==> config.mk <==
export PLATFORM = sky130hd
export DESIGN_NAME = ir_seq_flat
export DESIGN_NICKNAME = d
export VERILOG_FILES = /design/src/rtl/ir_seq_pkg.sv /design/src/rtl/ir_seq_if.sv /design/src/rtl/ir_seq_slot.sv /design/src/rtl/ir_seq.sv /design/src/flat_wrapper.sv
export SDC_FILE = /design/constraint.sdc
export NUM_CORES = 1
export LEC_CHECK = 0
export CORE_UTILIZATION = 50
export CTS_CLUSTER_DIAMETER = 30
export DETAILED_ROUTE_END_ITERATION = 10
export HOLD_SLACK_MARGIN = 0.02
export PLACE_DENSITY_LB_ADDON = 0.05
export SLEW_MARGIN = 40
export SYNTH_ARGS = -nofsm -noshare
export SYNTH_HDL_FRONTEND = slang
export SYNTH_SLANG_ARGS = --single-unit
==> constraint.sdc <==
create_clock -name clk -period 1.72 [get_ports clk]
set_input_delay 0.516 -clock clk [delete_from_list [all_inputs] [get_ports clk]]
set_output_delay 0.516 -clock clk [all_outputs]
set_load 0.05 [all_outputs]
==> src/rtl/ir_seq_pkg.sv <==
// ir_pkg: shared definitions for the instruction register slice.
//   ir_state_t   - fill sequencer states (IDLE, FILL, HOLD)
//   IR_DATA_W    - default slot / MDR bus width
//   IR_NUM_SLOTS - default number of slots per instruction
package ir_pkg;

    typedef enum logic [1:0] {
        IDLE = 2'd0,
        FILL = 2'd1,
        HOLD = 2'd2
    } ir_state_t;

    localparam int unsigned IR_DATA_W    = 8;
    localparam int unsigned IR_NUM_SLOTS = 2;

endpackage

==> src/rtl/ir_seq_if.sv <==
// ir_seq_if: MDR-side and decoder-side signals of the instruction register.
//   master - the environment (MDR, strobes, decoder ack); drives mdr, mdr_valid,
//            auto_mode, load_sel, ir_ack and observes the register outputs.
//   slave  - ir_seq itself.
// Optional macro IR_SHADOW_EN adds ir_prev (last acknowledged instruction).
interface ir_seq_if
    import ir_pkg::*;
#(
    parameter int unsigned DATA_W    = IR_DATA_W,
    parameter int unsigned NUM_SLOTS = IR_NUM_SLOTS,
    parameter int unsigned IDX_W     = (NUM_SLOTS > 1) ? $clog2(NUM_SLOTS) : 1
);
    logic [DATA_W-1:0]           mdr;
    logic                        mdr_valid;
    logic                        mdr_ready;
    logic                        auto_mode;
    logic [NUM_SLOTS-1:0]        load_sel;
    logic                        ir_ack;
    logic [NUM_SLOTS*DATA_W-1:0] ir_out;
    logic                        ir_valid;
    logic [IDX_W-1:0]            slot_idx;
`ifdef IR_SHADOW_EN
    logic [NUM_SLOTS*DATA_W-1:0] ir_prev;
`endif

    modport master (
        output mdr, mdr_valid, auto_mode, load_sel, ir_ack,
`ifdef IR_SHADOW_EN
        input  ir_prev,
`endif
        input  mdr_ready, ir_out, ir_valid, slot_idx
    );

    modport slave (
        input  mdr, mdr_valid, auto_mode, load_sel, ir_ack,
`ifdef IR_SHADOW_EN
        output ir_prev,
`endif
        output mdr_ready, ir_out, ir_valid, slot_idx
    );

endinterface

==> src/rtl/ir_seq_slot.sv <==
// ir_slot: one instruction slot register.
//   clk, reset (sync, active-high), en (load enable), d (data in), q (slot value).
module ir_slot #(
    parameter int unsigned DATA_W = 8
) (
    input  logic              clk,
    input  logic              reset,
    input  logic              en,
    input  logic [DATA_W-1:0] d,
    output logic [DATA_W-1:0] q
);

    always_ff @(posedge clk) begin
        if (reset)
            q <= '0;
        else if (en)
            q <= d;
    end

endmodule

==> src/rtl/ir_seq.sv <==
// ir_seq: parametrised instruction register between the MDR and the decoder.
//   clk   - system clock, rising edge
//   reset - synchronous, active-high
//   bus   - ir_seq_if slave: mdr/mdr_valid/mdr_ready fill handshake, auto_mode,
//           manual load_sel strobes, ir_out/ir_valid/ir_ack decoder handshake,
//           slot_idx (next slot auto fill writes).
// Manual mode: load_sel[i] captures mdr into slot i; sequencer forced to IDLE.
// Auto mode: slots filled in order on mdr handshakes, then held (HOLD) with
// ir_valid until ir_ack.
// Optional macro IR_SHADOW_EN: ir_prev captures ir_out on each accepted ack.
module ir_seq
    import ir_pkg::*;
#(
    parameter int unsigned DATA_W    = IR_DATA_W,
    parameter int unsigned NUM_SLOTS = IR_NUM_SLOTS,
    parameter int unsigned IDX_W     = (NUM_SLOTS > 1) ? $clog2(NUM_SLOTS) : 1
) (
    input  logic    clk,
    input  logic    reset,
    ir_seq_if.slave bus
);

    localparam logic [IDX_W-1:0] LAST_IDX = IDX_W'(NUM_SLOTS - 1);

    ir_state_t                   state;
    logic [IDX_W-1:0]            idx;
    logic                        xfer;
    logic                        ack_taken;
    logic [NUM_SLOTS-1:0]        slot_en;
    logic [NUM_SLOTS*DATA_W-1:0] ir_word;

    assign bus.mdr_ready = bus.auto_mode && (state != HOLD);
    assign xfer          = bus.mdr_valid && bus.mdr_ready;
    // An ack in HOLD wins over a same-cycle mdr_valid because mdr_ready is low in HOLD.
    assign ack_taken     = bus.auto_mode && (state == HOLD) && bus.ir_ack;

    assign bus.ir_valid  = (state == HOLD);
    assign bus.slot_idx  = idx;
    assign bus.ir_out    = ir_word;

    always_ff @(posedge clk) begin
        if (reset) begin
            state <= IDLE;
            idx   <= '0;
        end else if (!bus.auto_mode) begin
            state <= IDLE;
            idx   <= '0;
        end else begin
            case (state)
                IDLE, FILL: begin
                    if (xfer) begin
                        if (idx == LAST_IDX) begin
                            idx   <= '0;
                            state <= HOLD;
                        end else begin
                            idx   <= idx + IDX_W'(1);
                            state <= FILL;
                        end
                    end
                end
                HOLD: begin
                    if (ack_taken)
                        state <= IDLE;
                end
                default: begin
                    state <= IDLE;
                    idx   <= '0;
                end
            endcase
        end
    end

    always_comb begin
        slot_en = '0;
        for (int unsigned i = 0; i < NUM_SLOTS; i++) begin
            if (bus.auto_mode)
                slot_en[i] = xfer && (idx == IDX_W'(i));
            else
                slot_en[i] = bus.load_sel[i];
        end
    end

    for (genvar g = 0; g < NUM_SLOTS; g++) begin : g_slot
        ir_slot #(
            .DATA_W (DATA_W)
        ) u_slot (
            .clk   (clk),
            .reset (reset),
            .en    (slot_en[g]),
            .d     (bus.mdr),
            .q     (ir_word[g*DATA_W +: DATA_W])
        );
    end

`ifdef IR_SHADOW_EN
    logic [NUM_SLOTS*DATA_W-1:0] prev_q;

    always_ff @(posedge clk) begin
        if (reset)
            prev_q <= '0;
        else if (ack_taken)
            prev_q <= ir_word;
    end

    assign bus.ir_prev = prev_q;
`endif

endmodule

==> src/flat_wrapper.sv <==
// flat-port wrapper written by rule: the top's interface ports become plain ports
module ir_seq_flat import ir_pkg::*;
#(
    parameter int unsigned DATA_W    = IR_DATA_W,
    parameter int unsigned NUM_SLOTS = IR_NUM_SLOTS,
    parameter int unsigned IDX_W     = (NUM_SLOTS > 1) ? $clog2(NUM_SLOTS) : 1
)
  (clk, reset, bus_mdr, bus_mdr_valid, bus_auto_mode, bus_load_sel, bus_ir_ack, bus_mdr_ready, bus_ir_out, bus_ir_valid, bus_slot_idx);
  ir_seq_if #(.DATA_W(DATA_W), .NUM_SLOTS(NUM_SLOTS), .IDX_W(IDX_W)) bus_i ();
  input  logic clk;
  input  logic reset;
  input wire logic [$bits(bus_i.mdr)-1:0] bus_mdr;
  input wire logic [$bits(bus_i.mdr_valid)-1:0] bus_mdr_valid;
  input wire logic [$bits(bus_i.auto_mode)-1:0] bus_auto_mode;
  input wire logic [$bits(bus_i.load_sel)-1:0] bus_load_sel;
  input wire logic [$bits(bus_i.ir_ack)-1:0] bus_ir_ack;
  output wire logic [$bits(bus_i.mdr_ready)-1:0] bus_mdr_ready;
  output wire logic [$bits(bus_i.ir_out)-1:0] bus_ir_out;
  output wire logic [$bits(bus_i.ir_valid)-1:0] bus_ir_valid;
  output wire logic [$bits(bus_i.slot_idx)-1:0] bus_slot_idx;
  assign bus_i.mdr = bus_mdr;
  assign bus_i.mdr_valid = bus_mdr_valid;
  assign bus_i.auto_mode = bus_auto_mode;
  assign bus_i.load_sel = bus_load_sel;
  assign bus_i.ir_ack = bus_ir_ack;
  assign bus_mdr_ready = bus_i.mdr_ready;
  assign bus_ir_out = bus_i.ir_out;
  assign bus_ir_valid = bus_i.ir_valid;
  assign bus_slot_idx = bus_i.slot_idx;
  ir_seq #(.DATA_W(DATA_W), .NUM_SLOTS(NUM_SLOTS), .IDX_W(IDX_W)) u_core (.clk(clk), .reset(reset), .bus(bus_i));
endmodule
==> results of run 1 <==
-- power by group --
group	switching, µW	internal [µW]	total, µW	leakage, µW
Clock	155	86.9	242	0.0000177
Combinational	210	194	404	0.000571
Sequential	38.2	468	507	0.000156
Total	403	749	1150	0.000745
-- cells by family after synthesis --
kind of cell	after synthesis
flops	19
compound gates	36
simple gates	64
buf+inv	18
-- cell usage after synthesis --
library cell | instances | area (µm²)
nand3_1 | 32 | 160.2
dfxtp_1 | 19 | 380.4
a32oi_1 | 16 | 140.1
o2111ai_1 | 16 | 140.1
nor2b_1 | 11 | 68.82
and3b_1 | 8 | 70.07
buf_2 | 5 | 25.02
buf_4 | 4 | 30.03
nor2_1 | 4 | 15.01
nand2_1 | 3 | 11.26
buf_1 | 2 | 7.510
nor2_2 | 2 | 12.51
a21oi_1 | 1 | 5.000
a21oi_2 | 1 | 8.760
and2_1 | 1 | 6.260
buf_6 | 1 | 11.26
buf_8 | 1 | 15.01
clkbuf_1 | 1 | 3.750
clkinv_1 | 1 | 3.750
inv_1 | 1 | 3.750
inv_2 | 1 | 3.750
inv_8 | 1 | 11.26
nand2b_1 | 1 | 6.260
nand2b_2 | 1 | 8.760
nor3_1 | 1 | 5.000
o21ai_2 | 1 | 8.760
o22a_1 | 1 | 8.760
-- through the flow --
stage / total power, µW / TNS [ns]
2_1_floorplan: 700.2 / 0
3_3_place_gp: 905.6 / -1.840
3_5_place_dp: 914.7 / -2.849
4_1_cts: 1149 / 0
5_1_grt: 1198 / 0
6_report: 1152 / 0
-- critical path, stage by stage (launching register included) --
cell,delay (ns)
dfxtp_1,0.36
nand2b_2,0.19
inv_8,0.06
nor2_4,0.09
buf_12,0.14
-- state kept, by name, indices dropped and copies added, names as in the netlist --
signal and flops:
u_core.state 2, u_core.g_slot.u_slot.q 16, u_core.bus.slot_idx 1
-- final cells by class --
cell class	count	area share [%]
clock buffer	3	1.233
timing repair buffer	54	37.05
multi-input combinational	100	37.40
clock inverter	1	0.2740
inverter	4	1.233
tap	28	1.918
sequential	19	20.89
-- per-layer routing --
metal / up-vias / track usage [%] / wire length (µm)
met5: - / 0 / 0
met2: 80 / 51.56 / 1727
li1: 636 / - / -
met1: 621 / 41.20 / 1512
met3: 8 / 3.030 / 301
met4: 0 / 11.11 / 54
-- path summary, 6_finish.rpt --
kind | endpoint | slack (ns) | cells after the start
max | bus_mdr_ready | 0.06 | 4
max reg2reg | u_core.g_slot[1].u_slot.q[5] | 0.40 | 3
min reg2reg | u_core.state[0] | 0.50 | 1
min | u_core.state[0] | 0.50 | 1
-- what timing repair did --
item                                    in CTS  in global routing
setup buffers                                2                  0
gates resized for setup                      3                  0
endpoints found under the setup margin       1                  0
==> results.cfg, run 1 <==
[run_status]
status = complete, no violations

[synth]
ys_ff_latch = 19
yosys.area_share.adder_pct = 0
synth-compound-area-share_pct = 26.60
synth_top_family_by_area = simple AND/OR/NAND/NOR gates
synth-xor-area-share_pct = 0
synthCells = 137
avgSynthCellArea_um2 = 8.548
yosysWarnings = 0
synth.distinct_cells = 27
muxShareOfSynthArea_pct = 0
synth_seq_area_share_pct = 32.48
netlist_area_um2 = 1171
synth_simple_gate_area_share_pct = 31.09
syn_nets = 152

[clock_network]
clkSlewWorstSetupHoldPaths_ns = 0.11
clock_sink_count = 19
clk_latency_ns = 0.31
cts_root_buf = clkbuf_4
cts_hold_buf = 0
cts_max_level = 1
numCtsBuffers = 3
cts_buffer_depth = 2
cts_tree = done

[pwr]
powerDensity_nw_per_um2 = 630.7
peakVddDrop_mv = 0.5975
total_leakage_power_uw = 0.0007448

[worst_setup_path]
startpoint = u_core.state[0]
worst_setup_path_start_kind = register
r2r-start = u_core.bus.slot_idx
worst-path-max-fanout = 4
crit_path_end_kind = output port
required_ns = 1.20
crit_arrival_ns = 1.14
path_class = reg -> out

[global_routing]
grt_max_degree = 34
grt-ovfl-total = 0
antenna_found_initial = 0
grt_pass1_wl_um = 5947
grt_pass1_vias = 1269
grt_usage_pct = 30.92

[routing]
vias = 1345
drtIter0Drc = 66
routedWlPerCell_um = 17.20
ant_nets = 0
drtPass1Iterations = 4
wirelength_um = 3595
via_per_inst = 6.435
drc = 0

[sta]
slew_headroom_pct = 53.04
finalWorstPathRequiredPeriod_ns = 1.659
fin_skew_ns = 0.01191
finalWorstSetupSlack_ns = 0.06075
max_freq_mhz = 602.7
setup_violations = 0
fin_hold_ws_ns = 0.5030
hold_viol = 0
worst_slew_pin_slew_ns = 0.7029
min_period_over_period_pct = 96.47
rsz0062_at_grt = false
slew_violations = 0

[placement]
preCtsSetupSlack_ns = -0.1873
numPortBuffers = 33
hpwl_um = 2529
place_area_um2 = 1779
gp_congestion = 0.8572
place_inst = 203

[final_layout]
area_growth_pct = 55.98
final_common_cell = nand3_1
fin_nets = 197
n_fill_cell = 155
fin_util_pct = 82.58
layout_common_cells = nand3_1 (32), buf_4 (21), buf_12 (19)
layoutNonFillerInstCount = 209
diodes = 0
register_area_um2 = 381.6
multi_input_comb_area_um2 = 683.2
design_area_um2 = 1827
drive_gt1_share_pct = 29.28

[floorplanning]
placementRows = 17
ios = 34
die_x_um = 50.40
start_util_pct = 52.94
die_h_um = 50.40
core_area_um2 = 2212
dieArea_um2 = 2540

[worst_hold_path]
hold_start = u_core.state[1]
hp-class = reg -> reg

[flow_run]
cap_violations = 0
(Power assumes the default switching activity.)
==> run 2: changes to the inputs <==
Settings changed: SKIP_LAST_GASP set to 1.
==> results of run 2 <==
The final DEF is identical to that of run 1; final timing and power are the same.
